**src/rtl/sobel_hls_luma_accum.sv**
```systemverilog
// Purpose : sums the three per-channel luma products of one pixel, rounds half-up,
//           drops FRAC_BITS fractional bits and saturates to an OUT_WIDTH-bit luma sample.
// Latency : 2 cycles from input transfer to m_valid; 1 pixel/clock sustained.
// Backpr. : s_ready = m_ready | ~v2 | ~v1, so bubbles always fill; with both stages full
//           and m_ready low, nothing moves and the output holds stable.
//
// Ports:
//   ap_clk, ap_rst_n              clock (rising edge), asynchronous active-low reset
//   s_valid/s_ready               input handshake
//   s_prod_r/g/b                  unsigned channel products, PROD_WIDTH bits each
//   s_last/s_user                 sideband (end-of-line / start-of-frame), carried with the pixel
//   m_valid/m_ready               output handshake
//   m_data, m_last, m_user        luma sample plus its aligned sideband
//   sat_clr                       synchronous clear of sat_cnt (wins over an increment)
//   sat_cnt                       count of saturated output transfers, sticks at all-ones
module sobel_hls_luma_accum #(
   parameter int PROD_WIDTH = 29,
   parameter int FRAC_BITS  = 21,
   parameter int OUT_WIDTH  = 8,
   parameter int CNT_WIDTH  = 16
) (
   input  logic                  ap_clk,
   input  logic                  ap_rst_n,
   input  logic                  s_valid,
   output logic                  s_ready,
   input  logic [PROD_WIDTH-1:0] s_prod_r,
   input  logic [PROD_WIDTH-1:0] s_prod_g,
   input  logic [PROD_WIDTH-1:0] s_prod_b,
   input  logic                  s_last,
   input  logic                  s_user,
   output logic                  m_valid,
   input  logic                  m_ready,
   output logic [OUT_WIDTH-1:0]  m_data,
   output logic                  m_last,
   output logic                  m_user,
   input  logic                  sat_clr,
   output logic [CNT_WIDTH-1:0]  sat_cnt
);

   localparam int L_SW = PROD_WIDTH + 1;   // partial sum / held blue width
   localparam int L_TW = PROD_WIDTH + 2;   // full sum width; three products plus half never overflow
   localparam logic [L_TW-1:0] L_HALF = L_TW'(1) << (FRAC_BITS - 1);

   // Stage 1 registers
   logic                 r_v1;
   logic [L_SW-1:0]      r_psum;
   logic [L_SW-1:0]      r_b;
   logic                 r_last1;
   logic                 r_user1;

   // Stage 2 registers
   logic                 r_v2;
   logic [OUT_WIDTH-1:0] r_data;
   logic                 r_last2;
   logic                 r_user2;
   logic                 r_sat2;    // the value held in r_data was clipped
   logic [CNT_WIDTH-1:0] r_sat_cnt;

   logic                 w_adv1;
   logic                 w_adv2;
   logic [L_SW-1:0]      w_psum;
   logic [L_TW-1:0]      w_tot;
   logic [L_TW-1:0]      w_q;
   logic                 w_sat;
   logic                 w_m_fire;

   // Advance terms depend only on m_ready and the stage valids, never on s_valid.
   assign w_adv2   = m_ready | ~r_v2;
   assign w_adv1   = w_adv2 | ~r_v1;
   assign s_ready  = w_adv1;
   assign w_m_fire = r_v2 & m_ready;

   assign w_psum = {1'b0, s_prod_r} + {1'b0, s_prod_g};
   assign w_tot  = {1'b0, r_psum} + {1'b0, r_b} + L_HALF;
   assign w_q    = w_tot >> FRAC_BITS;
   // Any set bit above the output width means the rounded value exceeds the output range.
   assign w_sat  = |w_q[L_TW-1:OUT_WIDTH];

   // Stage 1: first adder level plus sideband capture
   always_ff @(posedge ap_clk or negedge ap_rst_n) begin
      if (!ap_rst_n) begin
         r_v1    <= 1'b0;
         r_psum  <= '0;
         r_b     <= '0;
         r_last1 <= 1'b0;
         r_user1 <= 1'b0;
      end else if (w_adv1) begin
         r_v1 <= s_valid;
         if (s_valid) begin
            r_psum  <= w_psum;
            r_b     <= {1'b0, s_prod_b};
            r_last1 <= s_last;
            r_user1 <= s_user;
         end
      end
   end

   // Stage 2: final add with rounding, shift and clip. Data only loads with a real pixel
   // so the output register never picks up bubble contents.
   always_ff @(posedge ap_clk or negedge ap_rst_n) begin
      if (!ap_rst_n) begin
         r_v2    <= 1'b0;
         r_data  <= '0;
         r_last2 <= 1'b0;
         r_user2 <= 1'b0;
         r_sat2  <= 1'b0;
      end else if (w_adv2) begin
         r_v2 <= r_v1;
         if (r_v1) begin
            r_data  <= w_sat ? {OUT_WIDTH{1'b1}} : w_q[OUT_WIDTH-1:0];
            r_last2 <= r_last1;
            r_user2 <= r_user1;
            r_sat2  <= w_sat;
         end
      end
   end

   // Saturation counter: counts accepted clipped pixels, clear has priority, sticks at max.
   always_ff @(posedge ap_clk or negedge ap_rst_n) begin
      if (!ap_rst_n) begin
         r_sat_cnt <= '0;
      end else if (sat_clr) begin
         r_sat_cnt <= '0;
      end else if (w_m_fire && r_sat2 && (r_sat_cnt != {CNT_WIDTH{1'b1}})) begin
         r_sat_cnt <= r_sat_cnt + CNT_WIDTH'(1);
      end
   end

   assign m_valid = r_v2;
   assign m_data  = r_data;
   assign m_last  = r_last2;
   assign m_user  = r_user2;
   assign sat_cnt = r_sat_cnt;

endmodule

```
**config.mk**
```make
export PLATFORM = sky130hd
export DESIGN_NAME = sobel_hls_luma_accum
export DESIGN_NICKNAME = d
export VERILOG_FILES = /design/src/rtl/sobel_hls_luma_accum.sv
export SDC_FILE = /design/constraint.sdc
export NUM_CORES = 1
export LEC_CHECK = 0
export CAP_MARGIN = 20
export CORE_MARGIN = 1
export CORE_UTILIZATION = 50
export DETAILED_ROUTE_END_ITERATION = 6
export PLACE_DENSITY = 0.8
export SLEW_MARGIN = 10
export SYNTH_ARGS = -nofsm -noshare
export SYNTH_HDL_FRONTEND = slang
export SYNTH_SLANG_ARGS = --single-unit
```
**constraint.sdc**
```tcl
create_clock -name ap_clk -period 3.55 [get_ports ap_clk]
set_input_delay 0.71 -clock ap_clk [delete_from_list [all_inputs] [get_ports ap_clk]]
set_output_delay 0.71 -clock ap_clk [all_outputs]
set_load 0.05 [all_outputs]
```
==> run metrics, run 1 <==
Flop pwr share 0.334; CTS sink count 90; IR drop worst, VDD around 0.00026 V; vias in the first global route 4947; Detailed Place HPWL slightly above 10 mm; Clock Skew roughly 7.3 ps; Net Switching 0.00141 W; first drt pass iteration count 6; syn_nets around 780; Comb power frac 0.407; Slew Viols, Final 0; Worst Path Arrival 3300 ps; first-pass GRT wire length between 20 and 25 mm; die extent in x 112 um; total grt overflow 0; Setup CP Type in -> reg; H-tree levels 3; Buffers & Inverters on Critical Path 1; Worst Max-Slew Pin Slew slightly below 1000 ps; fin crit share 0.866; WP data required 3780 ps; slowest stage cell, crit path fa_1; clk_lat worst skew around 340 ps; top cell family by delay on the critical path compound AO/OA/AOI/OAI gates; type of destination of the critical path register; register area about 2300 um^2; ranking of synthesized cells by area dfrtp_1 (37%), ha_1 (18%), mux2_2 (6.7%); status finished with violations; setup slack at placement 116 ps; Lkg Pwr ~3.5 nW; Netlist cell types 55; Synth Register Bits 90; Hold Buf Count CTS 0; mapped cell area between 6000 and 7000 um^2; fin util 0.666; unrepaired setup endpoints after global routing no; cell chain of the critical path clkdlybuf4s50_1 > ha_1 > fa_1 > a21oi_1 > o2111a_1 > a211oi_2 > o21ai_2 > and4_1 > o31ai_2 > xor2_1 > mux2_2; CTS buffer count 9; max incr delay on CP around 420 ps; Ys Warns 0; drt initial violations 251; PortBufs between 100 and 150; largest net degree at the start of global routing 77; Hold Vio Cnt, Final 0; hold crit path type reg -> reg; most frequent cells after synthesis dfrtp_1 (90), ha_1 (86), nand2_1 (53), nor2_1 (53); post-synthesis sequential area ratio 0.372; share of cells above drive strength 1 0.105; Min Hold Slack between 400 and 500 ps; Max Fclk around 330 MHz; Initial Util 0.521; EDFF count, synth 0; max-cap violations 0; antenna violations before repair 0; Rows 39; Die Ht about 110 um; Setup crit start kind input port; reg2reg setup slack approximately 560 ps; top-area cell type share of the netlist area 0.372; Die Footprint 12500 um^2; TritonCTS clock tree built; wire per inst between 15 and 20 um; Final Worst Setup Slack roughly 480 ps; area leader, netlist dfrtp_1; fin nets between 900 and 1000; multi-input logic area approximately 3700 um^2; DRC violations left 7; Cells after Synth 600; Area growth, synth to finish 28.0%; Post-DRT Antenna Nets 0; Syn Area/Cell ~10 um^2; n_diodes 0; share of synthesized registers carrying an async set or reset 1.00; Switching Share 0.352; filler cell count 904; Final setup viols 0; Power, Total about 0.0040 W; failing checks DRC; post-CTS resize count 0; Clock transition at path regs 60 ps; global placement routability congestion 0.811; Synth Flop Type dfrtp_1; Post-CTS Setup Bufs 0; Final min period about 3000 ps; CTS root buffer clkbuf_16; Clock power frac 0.259; Routed WL around 13 mm; Pwr Density 518 nW/um^2; setup total negative slack 0 ps; I/O pins roughly 120; relative slew slack 0.349; drt via density 5.61; Placeable Area 11600 um^2; routed vias just under 5000; Total GRT Usage 0.223; CP Max Fanout 4; clk buf depth 2; count leader, synth dfrtp_1; Int Power around 0.0026 W
==> cell families after synthesis <==
kind of cell               after synthesis  share of synthesized area
buffers and inverters                   32                     0.0211
AOI/OAI and AO/OA                      153                      0.174
muxes                                   37                     0.0687
adders and majority gates               87                      0.181
DFF                                     90                      0.372
and+or+nand+nor                        154                      0.114
xor gates and xnor gates                47                     0.0681
==> final timing paths <==
kind	from	end	depth (start not counted)
worst max register to register	r_psum[2]	m_data[2]	10
worst min register to register	r_v1	m_valid	1
max in group asynchronous	ap_rst_n	m_user	2
min in group asynchronous	ap_rst_n	r_psum[6]	1
worst min-delay path	r_v1	m_valid	1
worst max-delay path	s_prod_r[0]	r_psum[24]	11
==> per-stage QoR <==
| stage | instances | cell area (um^2) |
|---|---|---|
| finish | 869 | 7740 |
| global route | 869 | 7740 |
| CTS | 869 | 7740 |
| detailed placement | 853 | 7410 |
| global placement | 853 | 7410 |
| floorplan | 600 | 6050 |
==> flip-flops by register name (all words and copies together), names as in the netlist <==
signal   count
m_data       8
m_last       1
m_user       1
m_valid      1
r_b         29
r_last1      1
r_psum      30
r_sat2       1
r_user1      1
r_v1         1
sat_cnt     16
==> power groups by stage <==
stage               Clock, W  Combinational (W)  Sequential [W]
floorplan                  0           0.000995         0.00147
global placement           0            0.00154         0.00134
detailed placement         0            0.00160         0.00135
CTS                  0.00106            0.00163         0.00134
global route         0.00110            0.00180         0.00136
finish               0.00104            0.00163         0.00134
==> routing by layer <==
layer  up-vias  global-route usage  routed length (um)
met5         -                   0                   0
met2       118               0.393                6600
met1      2326               0.279                5980
met4         0              0.0702                 182
li1       2419                   -                   -
met3        16              0.0365                 551
==> cell type report <==
class | instances | share of cell area
multi-input combinational | 478 | 0.474
sequential | 90 | 0.291
timing repair buffer | 126 | 0.161
clock buffer | 12 | 0.0332
tap | 143 | 0.0231
clock inverter | 4 | 0.00954
inverter | 16 | 0.00776
==> layout by cell type (no fill, tap or decap), types with 3 or more instances in the layout <==
cell,instances
mux2_2,36
xor2_1,28
and2_1,5
o21ai_0,23
dfrtp_1,90
nor2b_1,3
o2111a_1,3
a21oi_1,36
clkbuf_16,9
o21bai_1,4
buf_4,6
nand2_1,52
o31ai_1,3
nand2b_1,5
o21ai_1,18
clkdlybuf4s50_1,120
inv_1,16
a31oi_1,4
nand4_1,8
a211o_1,3
ha_1,86
o2111ai_1,3
a21oi_2,6
a211oi_1,4
a21o_1,21
o211ai_1,4
nand3_1,16
nor2_1,53
and4_1,4
xnor2_1,19
Power figures use the tool's default switching activity.
==> inputs of run 2 (changes only) <==
- CORE_UTILIZATION: 50 -> 45
- PLACE_DENSITY: 0.8 -> 0.73
==> run metrics, run 2 (synthesis results as in run 1) <==
Routed WL 13.0 mm; max-cap violations 0; Die Ht 118 um; Buffers & Inverters on Critical Path 1; Final setup viols 0; Hold Buf Count CTS 0; PortBufs around 120; Die Footprint around 14000 um^2; Initial Util 0.470; IR drop worst, VDD about 0.00027 V; Int Power 0.00252 W; post-route cell area between 7000 and 8000 um^2; relative slew slack 0.630; Flop pwr share 0.344; slowest stage cell, crit path fa_1; CTS root buffer clkbuf_16; Placeable Area about 13000 um^2; Area growth, synth to finish 28.6%; fin crit share 0.864; unrepaired setup endpoints after global routing no; global placement routability congestion about 0.80; I/O pins 122; n_diodes 0; hold crit path type in -> async; Lkg Pwr about 3.5 nW; drt initial violations 274; Rows ~40; Comb power frac 0.413; drt via density 5.31; H-tree levels 3; Total GRT Usage 0.197; Post-CTS Setup Bufs 0; max reg flops 30; DRC violations left 0; Switching Share 0.353; clk buf depth 2; max incr delay on CP roughly 420 ps; Final min period 3070 ps; die extent in x 118 um; largest net degree at the start of global routing 91; CTS sink count 90; Max Fclk ~330 MHz; Clock Skew around 5 ps; Slew Viols, Final 0; setup total negative slack 0 ps; status completed; CTS buffer count 9; first-pass GRT wire length 22.1 mm; CP Max Fanout 4; Worst Max-Slew Pin Slew ~550 ps; fin nets 902; Setup CP Type in -> reg; Pwr Density between 500 and 600 nW/um^2; cell chain of the critical path clkdlybuf4s50_1 > ha_1 > fa_1 > a21oi_1 > o2111a_1 > a211oi_2 > o21ai_2 > and4_1 > o31ai_2 > xor2_1 > mux2_2; Worst Path Arrival 3290 ps; Clock transition at path regs around 60 ps; share of cells above drive strength 1 0.102; first drt pass iteration count 4; Setup crit start kind input port; most common cell after layout, fill and taps aside clkdlybuf4s50_1; Post-DRT Antenna Nets 0; TritonCTS clock tree built; post-CTS resize count 0; total grt overflow 0; Detailed Place HPWL 10.4 mm; Hold Vio Cnt, Final 0; routed vias roughly 4800; placed inst area 7450 um^2; Clock power frac 0.243; Net Switching roughly 0.0014 W; WP data required around 3800 ps; clk_lat worst skew 340 ps; most frequent cells in the layout clkdlybuf4s50_1 (120), dfrtp_1 (90), ha_1 (86); wire per inst 14.5 um; type of destination of the critical path register; largest reg by FF count r_psum; vias in the first global route ~4700; antenna violations before repair 0; top cell family by delay on the critical path compound AO/OA/AOI/OAI gates; Min Hold Slack around 360 ps
run 2: changes by cell type in the layout (fill, tap and decap cells not counted):
cell / before / now
clkbuf_1: 1 / 3
clkinv_4: 1 / 0
buf_4: 6 / 4
buf_16: 0 / 1
bufinv_16: 2 / 1
buf_12: 0 / 1
run 2: worst register-to-register path, cell delays in order, from the launching register on:
cell and delay [ps]:
dfrtp_1 400, ha_1 310, ha_1 360, and3_1 230, a221oi_1 410, o211ai_1 150
a31o_1 240, a311oi_2 280, or2_1 380, a21oi_2 90
run 2: power by group through the flow:
stage / registers [W] / clock network (W) / logic [W]
5_1_grt: 0.00136 / 0.00102 / 0.00179
3_3_place_gp: 0.00135 / 0 / 0.00155
6_report: 0.00134 / 0.000949 / 0.00161
4_1_cts: 0.00134 / 0.000965 / 0.00162
2_1_floorplan: 0.00147 / 0 / 0.000995
3_5_place_dp: 0.00136 / 0 / 0.00160
run 2: layer usage:
layer,track usage,routed length [um]
met2,0.339,6280
met3,0.0300,476
met4,0.0713,219
met1,0.249,6050
met5,0,0
run 2: worst paths after layout:
| kind | slack (ps) | startpoint | cells past startpoint | end |
|---|---|---|---|---|
| hold / removal | 360 | ap_rst_n | 1 | r_b[7] |
| min in group ap_clk | 480 | r_psum[20] | 2 | r_psum[20] |
| max in group asynchronous | 2570 | ap_rst_n | 2 | sat_cnt[14] |
| setup / recovery | 480 | s_prod_r[0] | 11 | r_psum[24] |
| hold reg to reg | 480 | r_psum[20] | 2 | r_psum[20] |
| setup reg to reg | 580 | r_psum[22] | 9 | m_data[4] |
run 2: area by class of cell:
| class | count | area, um^2 |
|---|---|---|
| Multi-Input combinational cell | 478 | 3670 |
| Fill cell | 1094 | 5100 |
| Inverter | 16 | 60.1 |
| Clock inverter | 2 | 35.0 |
| Timing Repair Buffer | 126 | 1280 |
| Clock buffer | 14 | 264 |
| Tap cell | 172 | 215 |
| Sequential cell | 90 | 2250 |
run 2: through the flow:
step                 util  power, W  instances  worst slack, ps
finish              0.604   0.00390        898              483
global route        0.604   0.00417        898              383
CTS                 0.602   0.00393        897              484
detailed placement  0.578   0.00296        881              122
global placement    0.578   0.00290        881              181
floorplan               -   0.00247        600              775
==> inputs of run 3 (changes only) <==
- SKIP_CTS_REPAIR_TIMING: unset -> 1
==> results of run 3 <==
Same layout as run 2: the final DEF is identical, and so are final timing and power.
